==> config.mk <==
export PLATFORM = sky130hd
export DESIGN_NAME = cam_pixel_capture_flat
export DESIGN_NICKNAME = d
export VERILOG_FILES = /design/src/rtl/cam_pixel_capture_if.sv /design/src/rtl/cam_pixel_capture.sv /design/src/flat_wrapper.sv
export SDC_FILE = /design/constraint.sdc
export NUM_CORES = 1
export LEC_CHECK = 0
export ABC_AREA = 1
export CAP_MARGIN = 25
export CORE_MARGIN = 5
export CORE_UTILIZATION = 40
export DETAILED_ROUTE_END_ITERATION = 7
export REMOVE_ABC_BUFFERS = 1
export SLEW_MARGIN = 25
export SYNTH_ARGS = -nofsm -noshare
export SYNTH_HDL_FRONTEND = slang
export SYNTH_SLANG_ARGS = --single-unit
==> constraint.sdc <==
create_clock -name clk_in -period 2.35 [get_ports clk_in]
set_input_delay 0.47 -clock clk_in [delete_from_list [all_inputs] [get_ports clk_in]]
set_output_delay 0.47 -clock clk_in [all_outputs]
set_load 0.01 [all_outputs]
==> src/rtl/cam_pixel_capture_if.sv <==
// Camera byte-stream inputs and frame-buffer write outputs of the pixel capture block.
// The slave side is the capture block; the master side is the camera/buffer environment.
interface cam_pixel_capture_if #(
   parameter int unsigned ADDR_W = 17
);
   logic              capture_en_in;
   logic              vsync_in;
   logic              href_in;
   logic [7:0]        data_in;
   logic [15:0]       pixel_out;
   logic [ADDR_W-1:0] addr_out;
   logic              we_out;
   logic              frame_done_out;
   logic              clip_out;
   logic              odd_byte_out;
   logic [7:0]        frame_count_out;

   modport master (
      output capture_en_in, vsync_in, href_in, data_in,
      input  pixel_out, addr_out, we_out, frame_done_out, clip_out, odd_byte_out,
             frame_count_out
   );

   modport slave (
      input  capture_en_in, vsync_in, href_in, data_in,
      output pixel_out, addr_out, we_out, frame_done_out, clip_out, odd_byte_out,
             frame_count_out
   );
endinterface

==> src/rtl/cam_pixel_capture.sv <==
// Assembles RGB565 pixels from the camera byte stream and writes them to the frame buffer
// at row*WIDTH+col, clipping oversize frames and flagging odd-length lines.
module cam_pixel_capture #(
   parameter int unsigned WIDTH  = 320,
   parameter int unsigned HEIGHT = 240,
   parameter int unsigned ADDR_W = 17
) (
   input logic                clk_in,
   input logic                rst_n_in,
   cam_pixel_capture_if.slave cam
);
   localparam int unsigned ColW = $clog2(WIDTH + 1);
   localparam int unsigned RowW = $clog2(HEIGHT + 1);

   typedef enum logic [2:0] {StWaitHigh, StWaitLow, StFrame, StLine, StEnd} state_e;

   state_e            state_q, state_d;
   logic              cap_en_q, cap_en_d;
   logic [ColW-1:0]   col_q, col_d;
   logic [RowW-1:0]   row_q, row_d;
   logic [ADDR_W-1:0] row_base_q, row_base_d;
   logic              phase_q, phase_d;
   logic [7:0]        hi_q, hi_d;
   logic              pair_seen_q, pair_seen_d;
   logic [15:0]       pixel_q, pixel_d;
   logic [ADDR_W-1:0] addr_q, addr_d;
   logic              we_q, we_d;
   logic              done_q, done_d;
   logic              clip_q, clip_d;
   logic              odd_q, odd_d;
   logic [7:0]        count_q, count_d;

   logic take_byte, end_line, go_end, in_bounds;

   assign in_bounds = (col_q < ColW'(WIDTH)) && (row_q < RowW'(HEIGHT));

   always_comb begin
      state_d     = state_q;
      cap_en_d    = cap_en_q;
      col_d       = col_q;
      row_d       = row_q;
      row_base_d  = row_base_q;
      phase_d     = phase_q;
      hi_d        = hi_q;
      pair_seen_d = pair_seen_q;
      pixel_d     = pixel_q;
      addr_d      = addr_q;
      we_d        = 1'b0;
      done_d      = 1'b0;
      clip_d      = clip_q;
      odd_d       = odd_q;
      count_d     = count_q;
      take_byte   = 1'b0;
      end_line    = 1'b0;
      go_end      = 1'b0;

      case (state_q)
         StWaitHigh: if (cam.vsync_in) state_d = StWaitLow;
         StWaitLow: begin
            if (!cam.vsync_in) begin
               cap_en_d    = cam.capture_en_in;
               col_d       = '0;
               row_d       = '0;
               row_base_d  = '0;
               phase_d     = 1'b0;
               pair_seen_d = 1'b0;
               clip_d      = 1'b0;
               odd_d       = 1'b0;
               state_d     = StFrame;
            end
         end
         StFrame: begin
            // vsync has priority over a simultaneous href byte
            if (cam.vsync_in) begin
               go_end  = 1'b1;
               state_d = StEnd;
            end else if (cam.href_in) begin
               take_byte = 1'b1;
               state_d   = StLine;
            end
         end
         StLine: begin
            if (cam.vsync_in) begin
               end_line = 1'b1;
               go_end   = 1'b1;
               state_d  = StEnd;
            end else if (cam.href_in) begin
               take_byte = 1'b1;
            end else begin
               end_line = 1'b1;
               state_d  = StFrame;
            end
         end
         StEnd:   state_d = StWaitLow;
         default: state_d = StWaitHigh;
      endcase

      if (go_end) begin
         done_d  = cap_en_q;
         count_d = count_q + {7'd0, cap_en_q};
      end

      if (take_byte) begin
         phase_d = ~phase_q;
         if (!phase_q) begin
            hi_d = cam.data_in;
         end else begin
            pair_seen_d = 1'b1;
            if (col_q < ColW'(WIDTH)) col_d = col_q + ColW'(1);
            if (in_bounds) begin
               if (cap_en_q) begin
                  we_d    = 1'b1;
                  pixel_d = {hi_q, cam.data_in};
                  addr_d  = row_base_q + ADDR_W'(col_q);
               end
            end else begin
               clip_d = 1'b1;
            end
         end
      end

      if (end_line) begin
         if (phase_q) odd_d = 1'b1;
         // Empty lines (no completed pair) do not consume a buffer row
         if (pair_seen_q) begin
            if (row_q < RowW'(HEIGHT)) row_d = row_q + RowW'(1);
            if (row_q < RowW'(HEIGHT - 1)) row_base_d = row_base_q + ADDR_W'(WIDTH);
         end
         col_d       = '0;
         phase_d     = 1'b0;
         pair_seen_d = 1'b0;
      end
   end

   always_ff @(posedge clk_in or negedge rst_n_in) begin
      if (!rst_n_in) begin
         state_q     <= StWaitHigh;
         cap_en_q    <= 1'b0;
         col_q       <= '0;
         row_q       <= '0;
         row_base_q  <= '0;
         phase_q     <= 1'b0;
         hi_q        <= '0;
         pair_seen_q <= 1'b0;
         pixel_q     <= '0;
         addr_q      <= '0;
         we_q        <= 1'b0;
         done_q      <= 1'b0;
         clip_q      <= 1'b0;
         odd_q       <= 1'b0;
         count_q     <= '0;
      end else begin
         state_q     <= state_d;
         cap_en_q    <= cap_en_d;
         col_q       <= col_d;
         row_q       <= row_d;
         row_base_q  <= row_base_d;
         phase_q     <= phase_d;
         hi_q        <= hi_d;
         pair_seen_q <= pair_seen_d;
         pixel_q     <= pixel_d;
         addr_q      <= addr_d;
         we_q        <= we_d;
         done_q      <= done_d;
         clip_q      <= clip_d;
         odd_q       <= odd_d;
         count_q     <= count_d;
      end
   end

   assign cam.pixel_out       = pixel_q;
   assign cam.addr_out        = addr_q;
   assign cam.we_out          = we_q;
   assign cam.frame_done_out  = done_q;
   assign cam.clip_out        = clip_q;
   assign cam.odd_byte_out    = odd_q;
   assign cam.frame_count_out = count_q;
endmodule

==> src/flat_wrapper.sv <==
// flat-port wrapper written by rule: the top's interface ports become plain ports
module cam_pixel_capture_flat 
#(
   parameter int unsigned WIDTH  = 320,
   parameter int unsigned HEIGHT = 240,
   parameter int unsigned ADDR_W = 17
)
  (clk_in, rst_n_in, cam_capture_en_in, cam_vsync_in, cam_href_in, cam_data_in, cam_pixel_out, cam_addr_out, cam_we_out, cam_frame_done_out, cam_clip_out, cam_odd_byte_out, cam_frame_count_out);
  cam_pixel_capture_if #(.ADDR_W(ADDR_W)) cam_i ();
  input logic clk_in;
  input logic rst_n_in;
  input wire logic [$bits(cam_i.capture_en_in)-1:0] cam_capture_en_in;
  input wire logic [$bits(cam_i.vsync_in)-1:0] cam_vsync_in;
  input wire logic [$bits(cam_i.href_in)-1:0] cam_href_in;
  input wire logic [$bits(cam_i.data_in)-1:0] cam_data_in;
  output wire logic [$bits(cam_i.pixel_out)-1:0] cam_pixel_out;
  output wire logic [$bits(cam_i.addr_out)-1:0] cam_addr_out;
  output wire logic [$bits(cam_i.we_out)-1:0] cam_we_out;
  output wire logic [$bits(cam_i.frame_done_out)-1:0] cam_frame_done_out;
  output wire logic [$bits(cam_i.clip_out)-1:0] cam_clip_out;
  output wire logic [$bits(cam_i.odd_byte_out)-1:0] cam_odd_byte_out;
  output wire logic [$bits(cam_i.frame_count_out)-1:0] cam_frame_count_out;
  assign cam_i.capture_en_in = cam_capture_en_in;
  assign cam_i.vsync_in = cam_vsync_in;
  assign cam_i.href_in = cam_href_in;
  assign cam_i.data_in = cam_data_in;
  assign cam_pixel_out = cam_i.pixel_out;
  assign cam_addr_out = cam_i.addr_out;
  assign cam_we_out = cam_i.we_out;
  assign cam_frame_done_out = cam_i.frame_done_out;
  assign cam_clip_out = cam_i.clip_out;
  assign cam_odd_byte_out = cam_i.odd_byte_out;
  assign cam_frame_count_out = cam_i.frame_count_out;
  cam_pixel_capture #(.WIDTH(WIDTH), .HEIGHT(HEIGHT), .ADDR_W(ADDR_W)) u_core (.clk_in(clk_in), .rst_n_in(rst_n_in), .cam(cam_i));
endmodule
======== Word-level counts from Yosys, hierarchy flattened ========
Cells that the tools add are included.
storage, ports and cells
  register bits after elaboration ......... 93
  output and inout bits ................... 45
cells by class
  add/subtract/negate cells ............... 5
  order comparisons ....................... 3
  equal/unequal tests ..................... 9
  muxes and demuxes ....................... 54
  bitwise operators ....................... 2
  reductions and logical operators ........ 9
operators with widths
  kind                     number
  $mux W17                 5
  $mux W9                  6
  $mux W8                  5
  $mux W1                  31
  $mux W3                  6
  $add A17 B9 Y17          1
  $add A17 B9 Y17 const B  1
  $lt A8 B8 Y1 const B     2
  $pmux W3 S5              1
  $add A9 B1 Y9 const B    1
  $lt A9 B9 Y1 const B     1
  $add A8 B1 Y8            1
  $add A8 B1 Y8 const B    1
  $reduce_and A4 Y1        2
  $eq A3 B2 Y1 const B     2
  $ne A3 B3 Y1 const B     2
  $reduce_and A2 Y1        3
  $ne A2 B2 Y1 const B     2
  $eq A3 B1 Y1 const B     1
  $eq A3 B3 Y1 const B     1
  $logic_not A3 Y1         1
  $ne A3 B1 Y1 const B     1
  $reduce_bool A3 Y1       1
  $not A1 Y1               2
  other kinds (2)          2

======== Logic depth before layout (Yosys ltp) ========
Gate-level depths: netlist of the first run.
  word-level depth ........................ 6
  depth in mapped cells ................... 11
  gate-level depth less buffers ........... 11

======== Worst setup path before layout of the first run ========
No wires, ideal clock.
  kind .................................... reg-to-reg
  start point ............................. register u_core.col_q[0]
  end point ............................... register u_core.addr_q[16], in the netlist u_core.cam.addr_out[16]
  setup time .............................. 117 ps
  arrival ................................. 1543 ps
  required time ........................... 2233 ps
  setup slack ............................. 690 ps
  cell stages (with the launch flop) ...... 11
  path buffers ............................ 0
  period minus slack after synthesis ...... 1660 ps
  path through ............................ dfrtp_1 -> ha_1 -> fa_1 -> nand2_1 -> nand2_1 -> nand3_1 -> nand2_1 -> nand2_1 -> nand3_1 -> nand3_1 -> nand2_1
on the way
  cells in the longest elaborated chain, start to end .. 3
  elaborated cells between the ends (all ways) .. 4
  classes of those cells .................. 1 x add/sub; 1 x order compare; 2 x reduce/logical
ends and longest elaborated chain
  what                         line                      source
  from (decl)                  cam_pixel_capture.sv:19   logic [ColW-1:0] col_q, col_d;
  from (signal assigned)       cam_pixel_capture.sv:155  col_q <= col_d;
  $lt A9 B9 Y1                 cam_pixel_capture.sv:35   assign in_bounds = (col_q < ColW'(WIDTH)) && (row_q < RowW'(HEIGHT));
  $logic_and A1 B1 Y1          cam_pixel_capture.sv:35
  $reduce_and A4 Y1 (no line)  --
  to (signal assigned)         cam_pixel_capture.sv:162  addr_q <= addr_d;
  to (decl)                    cam_pixel_capture.sv:26   logic [ADDR_W-1:0] addr_q, addr_d;
Several ways; a longest one is shown, not always the timed one.
A chain may end at the register's enable or synchronous reset.

======== Worst setup path after layout of the first run ========
  start point ............................. input cam_vsync_in
  end point ............................... register u_core.addr_q[6], in the netlist u_core.cam.addr_out[6]
on the way
  cells in the longest elaborated chain, start to end .. 3
ends and longest elaborated chain
  what                         line                     source
  from (decl)                  flat_wrapper.sv:13       input wire logic [$bits(cam_i.vsync_in)-1:0] cam_vsync_in;
  $mux W1                      cam_pixel_capture.sv:83  if (cam.vsync_in) begin
  $mux W1                      --
  $reduce_and A4 Y1 (no line)  --
No other way between the ends.

==> out/qor.txt, run 1 <==
Outcome = finished, final reports clean
Nature of the critical path endpoint = flip-flop
Core area = 11,520 sq um
Routed WL per cell = 12.66 um
Crit path DAT = 2.17 ns
RSZ-0062 raised after global routing = false
Clock Latency Late Sink = 0.34 ns
Seq/Total Area, Yosys = 0.4893
Slew headroom = 0.5072
Crit-path max FO = 48
First-pass GRT wire length = 17,970 um
Pwr Total = 4.325 mW
Worst slew pin tran = 0.7382 ns
DRC = 0
Total CTS buffers = 9
Pwr Density = 748.3 nW/um^2
Multi-input logic area = 2033 sq um
Final WL = 10,300 um
Die height = 119.0 um
Area Overhead vs Synth = 21.52%
Post-DP HPWL = 7489 um
Worst clock skew = 0.005355 ns
CTS tree = yes
Worst setup SP type = primary input
Synthesized area = 4756 sq um
Number of port buffers = 57
Post-DRT Antenna Nets = 0
Number of fill cells = 1,113
WP data required = 2.54 ns
CTS H-tree lvls = 3
Yosys reg bits = 93
Synthesized area per cell = 7.913 sq um
Gr ovfl total = 0
Clock buffer depth = 2
Ant. Diodes = 0
RD Place Congestion = 0.8882
Min-delay worst type = flip-flop to flip-flop
Nets = 696
Clock transition at path regs = 0.06 ns
Number of global-route vias before repair = 3,812
Initial antenna violation count = 0
Ratio of cells with drive above 1 in the final layout = 0.05812
Final period util = 0.8439
Pins Over Slew Limit = 0
Root Driver = clkbuf_16
Placed Instances = 799
Pleak = 3.034 nW
Max IR drop VDD = 0.4849 mV
CTS sink cnt = 93
Die span in x = 119.0 um
Post-route cell area = 5779 sq um
Layout Cells excl Fill = 814
Netlist cell types = 34
Ys Warns = 0
Postcts setup bufs = 0
GRT Total Usage = 0.1534
Std-Cell Rows = 39
Setup TNS = 0 ns
Starting density of the core = 0.4130
# Max-Cap Violations = 0
Via count = 3,911
CP Class = primary input to flip-flop
Post-Synthesis Cells = 601
Min cycle time layout = 1.983 ns
Fmax = 504.2 MHz
DIE AREA = 14,170 sq um
Starting DRT DRC Count = 238
Final hold vios = 0
Cell Area, Placed = 5503 sq um
I/O pins = 58
Core Util, Final = 0.5018
Vias per cell = 4.805
Final setup viols = 0
Pin count of the biggest net entering global routing = 55
FF+latch area = 2327 sq um
DRT Pass-1 Iters = 4
[cells in the mapped netlist]
| cell type | count | area (sq um) |
|---|---|---|
| nand2_1 | 196 | 735.7 |
| dfrtp_1 | 93 | 2327 |
| inv_1 | 80 | 300.3 |
| nand3_1 | 51 | 255.2 |
| o21ai_0 | 42 | 210.2 |
| nor2_1 | 40 | 150.1 |
| a21oi_1 | 17 | 85.08 |
| ha_1 | 14 | 175.2 |
| xnor2_1 | 9 | 78.83 |
| xor2_1 | 9 | 78.83 |
| nor3_1 | 5 | 25.02 |
| buf_2 | 4 | 20.02 |
| buf_6 | 4 | 45.04 |
| inv_2 | 4 | 15.01 |
| o21ai_1 | 4 | 20.02 |
| o22ai_1 | 3 | 18.77 |
| clkbuf_1 | 2 | 7.510 |
| nand2_4 | 2 | 22.52 |
| nand3b_1 | 2 | 15.01 |
| nand4_1 | 2 | 12.51 |
| nor2_4 | 2 | 22.52 |
| o211ai_1 | 2 | 15.01 |
| o21ai_2 | 2 | 17.52 |
| or2_2 | 2 | 12.51 |
| a31oi_1 | 1 | 6.260 |
| a32o_1 | 1 | 10.01 |
| and3_1 | 1 | 6.260 |
| buf_4 | 1 | 7.510 |
| fa_1 | 1 | 20.02 |
| nand2_2 | 1 | 6.260 |
| nand3_2 | 1 | 10.01 |
| nor2_2 | 1 | 6.260 |
| nor3_2 | 1 | 10.01 |
| nor3b_1 | 1 | 7.510 |
[where the power goes]
| group | internal, mW | total [mW] | switching [mW] | leakage, nW |
|---|---|---|---|---|
| Sequential | 1.86 | 2.04 | 0.178 | 1.27 |
| Clock | 0.760 | 1.34 | 0.580 | 0.134 |
| Combinational | 0.448 | 0.946 | 0.499 | 1.63 |
[registers in the layout (all words and copies together), names as in the netlist]
signal	count
u_core.hi_q	8
u_core.cam.frame_count_out	8
u_core.cam.odd_byte_out	1
u_core.row_base_q	17
u_core.cam.addr_out	17
u_core.col_q	9
u_core.cam.pixel_out	16
u_core.cam.clip_out	1
u_core.cam.we_out	1
u_core.phase_q	1
u_core.cam.frame_done_out	1
u_core.pair_seen_q	1
u_core.state_q	3
u_core.row_q	8
u_core.cap_en_q	1
[critical path: stages]
cell	delay [ns]
clkdlybuf4s50_1	0.48
inv_2	0.13
nand2_4	0.07
nor2_4	0.10
nand2_1	0.08
nor3_2	0.25
inv_2	0.34
nand2_1	0.16
o21ai_0	0.09
[stage by stage]
step / setup slack (ns) / hold WS (ns)
2_1_floorplan: 0.06431 / 0.1744
3_3_place_gp: 0.08662 / 0.3128
3_5_place_dp: 0.008107 / 0.3126
4_1_cts: 0.3675 / 0.4735
5_1_grt: 0.1997 / 0.4985
6_report: 0.3668 / 0.4680
[per-layer routing]
| layer | GRT usage | wire length [um] | vias to the layer above |
|---|---|---|---|
| met5 | 0 | 0 | - |
| met1 | 0.1981 | 4988 | 1786 |
| li1 | - | - | 2029 |
| met3 | 0.03602 | 485 | 16 |
| met4 | 0.06662 | 235 | 0 |
| met2 | 0.2469 | 4593 | 80 |
[logic make-up after synthesis]
group,share of synthesized area
compound gates,0.08051
simple gates,0.2728
buf+inv,0.08314
fa+ha+maj,0.04104
xor+xnor,0.03315
flops,0.4893
[layout by cell type (no fill, tap or decap), drive strengths merged, types with 2 or more instances in the layout]
cell type,n
a21oi,17
buf,10
clkbuf,12
clkdlybuf4s50,56
clkinv,2
dfrtp,93
ha,14
inv,84
nand2,199
nand3,52
nand3b,2
nand4,2
nor2,43
nor3,6
o211ai,2
o21ai,48
o22ai,3
or2,2
xnor2,9
xor2,9
[repair_timing]
item / 4_1_cts / 5_1_grt
hold endpoints to repair: 8 / 0
gates resized for setup: 0 / 0
hold buffers: 1 / 0
[final cells by class]
type	instances	area share
clock buffers	12	0.04438
inverters	84	0.05456
repair buffers	67	0.1139
multi-input cells	413	0.3518
well taps	143	0.03096
flip-flops and latches	93	0.4027
clock inverters	2	0.001732
[final timing paths]
kind | startpoint | to | slack (ns) | cells past startpoint
worst max-delay path | cam_vsync_in | u_core.cam.addr_out[6] | 0.37 | 9
worst min-delay path | u_core.cam.pixel_out[10] | u_core.cam.pixel_out[10] | 0.47 | 2
worst max register to register | u_core.col_q[0] | u_core.cam.addr_out[14] | 0.48 | 10
worst min register to register | u_core.cam.pixel_out[10] | u_core.cam.pixel_out[10] | 0.47 | 2
max in group asynchronous | rst_n_in | u_core.row_base_q[14] | 1.22 | 3
min in group asynchronous | rst_n_in | u_core.cam.pixel_out[6] | 0.50 | 2
(Power assumes the default switching activity.)
==> run 2, diff against run 1 <==
clock period = 1.9 ns   (was 2.35 ns; I/O delays follow)
==> out/qor.txt, run 2 (same netlist as run 1, synthesis figures left out) <==
Outcome = finished, final reports clean
Post-DP HPWL = 8106 um
Die height = 119.0 um
Final hold vios = 0
Number of global-route vias before repair = 4,077
GRT Total Usage = 0.1602
Most common cell after layout, fill and taps aside = nand2_1
Initial antenna violation count = 0
Nets = 718
Crit path DAT = 1.97 ns
Pleak = 3.171 nW
Postcts setup bufs = 0
CTS tree = yes
DRC = 0
Via count = 4,015
Ant. Diodes = 0
Sw frac = 0.2843
CP Class = flip-flop to flip-flop
Routed WL per cell = 12.73 um
Comb pwr share = 0.221
I/O pins = 58
Core area = 11,520 sq um
Min cycle time layout = 1.739 ns
Max IR drop VDD = 0.3936 mV
Pwr Total = 5.572 mW
Std-Cell Rows = 39
Sw power = 1.584 mW
Clock Latency Late Sink = 0.34 ns
Sequential share of power = 0.453
CTS sink cnt = 93
Reg-to-Reg Start = u_core.row_base_q[0]
Ratio of cells with drive above 1 in the final layout = 0.09942
Worst slew pin tran = 0.3258 ns
Post-route setup slack = 0.1606 ns
Pre-CTS setup slack = -0.1223 ns
Final period util = 0.9155
Pwr Density = 922.3 nW/um^2
RD Place Congestion = 0.8736
Final setup viols = 0
Clock buffer depth = 2
Pins Over Slew Limit = 0
Crit-path max FO = 3
Area Overhead vs Synth = 27.02%
RSZ-0062 raised after global routing = true
Fmax = 574.9 MHz
Post-DRT Antenna Nets = 0
# Max-Cap Violations = 0
Pin count of the biggest net entering global routing = 37
Root Driver = clkbuf_16
Worst setup SP type = flip-flop
Number of port buffers = 57
Total CTS buffers = 9
Final WL = 10,650 um
CTS H-tree lvls = 3
DIE AREA = 14,170 sq um
WP data required = 2.13 ns
Starting DRT DRC Count = 252
Nature of the critical path endpoint = flip-flop
Slew headroom = 0.7805
Die span in x = 119.0 um
Setup TNS = 0 ns
Clk pwr share = 0.325
P_int = 3.988 mW
Clock transition at path regs = 0.06 ns
First-pass GRT wire length = 18,890 um
Most frequent cells in the layout = nand2_1, dfrtp_1, inv_1
Min-delay worst type = primary input to async pin
Critical Path Start = u_core.row_base_q[0]
Vias per cell = 4.797
Worst clock skew = 0.008854 ns
Gr ovfl total = 0
Starting density of the core = 0.4130
DRT Pass-1 Iters = 5
==> run 2: changes by cell type in the layout (fill, tap and decap cells not counted), moves of 3 or more <==
| cell | previous run | this run |
|---|---|---|
| nand2_2 | 1 | 5 |
| buf_12 | 1 | 4 |
| buf_4 | 9 | 28 |
| nand2_1 | 196 | 192 |
==> run 2: stage by stage <==
step	hold WS (ns)	util	instances	instance area, sq um
after CTS	0.4695	0.5224	837	6016
final	0.4660	0.5246	837	6041
after global routing	0.4965	0.5246	837	6041
after global placement	0.2807	0.4954	821	5705
after floorplan	0.08441	-	590	4676
after detailed placement	0.2880	0.4954	821	5705
==> run 2: critical path: stages, from the launching register on <==
cell      delay (ns)
dfrtp_1         0.38
ha_1            0.23
fa_2            0.37
nand2_1         0.07
nand2_1         0.09
nand3b_1        0.11
nand2_2         0.11
nand2_2         0.08
nand3_1         0.06
nand3_1         0.08
nand2_1         0.05
==> run 2: worst paths after layout <==
path,slack [ns],endpoint,cells after the start
setup / recovery,0.16,u_core.cam.addr_out[14],10
hold / removal,0.47,u_core.cam.addr_out[8],2
setup reg to reg,0.16,u_core.cam.addr_out[14],10
hold reg to reg,0.47,u_core.cam.pixel_out[10],2
max in group asynchronous,0.87,u_core.cam.frame_count_out[7],3
min in group clk_in,0.47,u_core.cam.pixel_out[10],2
==> run 2: layout make-up <==
| type | instances | area [sq um] |
|---|---|---|
| multi-input cells | 413 | 2058 |
| fillers | 1068 | 5475 |
| well taps | 143 | 178.9 |
| clock buffers | 11 | 252.7 |
| repair buffers | 89 | 860.8 |
| inverters | 84 | 315.3 |
| flip-flops and latches | 93 | 2327 |
| clock inverters | 4 | 47.55 |
==> run 2: timing repair <==
item	4_1_cts	5_1_grt
gates resized for setup	0	6
setup endpoints to repair	0	6
hold endpoints to repair	18	0
hold buffers	1	0
==> run 2: power by group through the flow <==
| stage | logic, mW | clock network (mW) | registers [mW] |
|---|---|---|---|
| after global placement | 1.22 | 0 | 2.54 |
| after global routing | 1.41 | 1.95 | 2.57 |
| after CTS | 1.26 | 1.87 | 2.53 |
| after floorplan | 0.519 | 0 | 2.60 |
| final | 1.23 | 1.81 | 2.53 |
| after detailed placement | 1.25 | 0 | 2.56 |
==> run 2: layer usage <==
layer,routed length [um],vias up,part of all wire,track usage
li1,-,2073,-,-
met1,4908,1830,0.46,0.2032
met2,4895,92,0.46,0.2596
met3,601,20,0.056,0.04123
met4,246,0,0.023,0.06879
met5,0,-,0,0
==> run 3, diff against run 2 <==
CTS_CLUSTER_DIAMETER = 40   (was unset)
SLEW_MARGIN = 20   (was 25)
==> results of run 3 <==
Same layout as run 2: the final DEF is identical, and so are final timing and power.
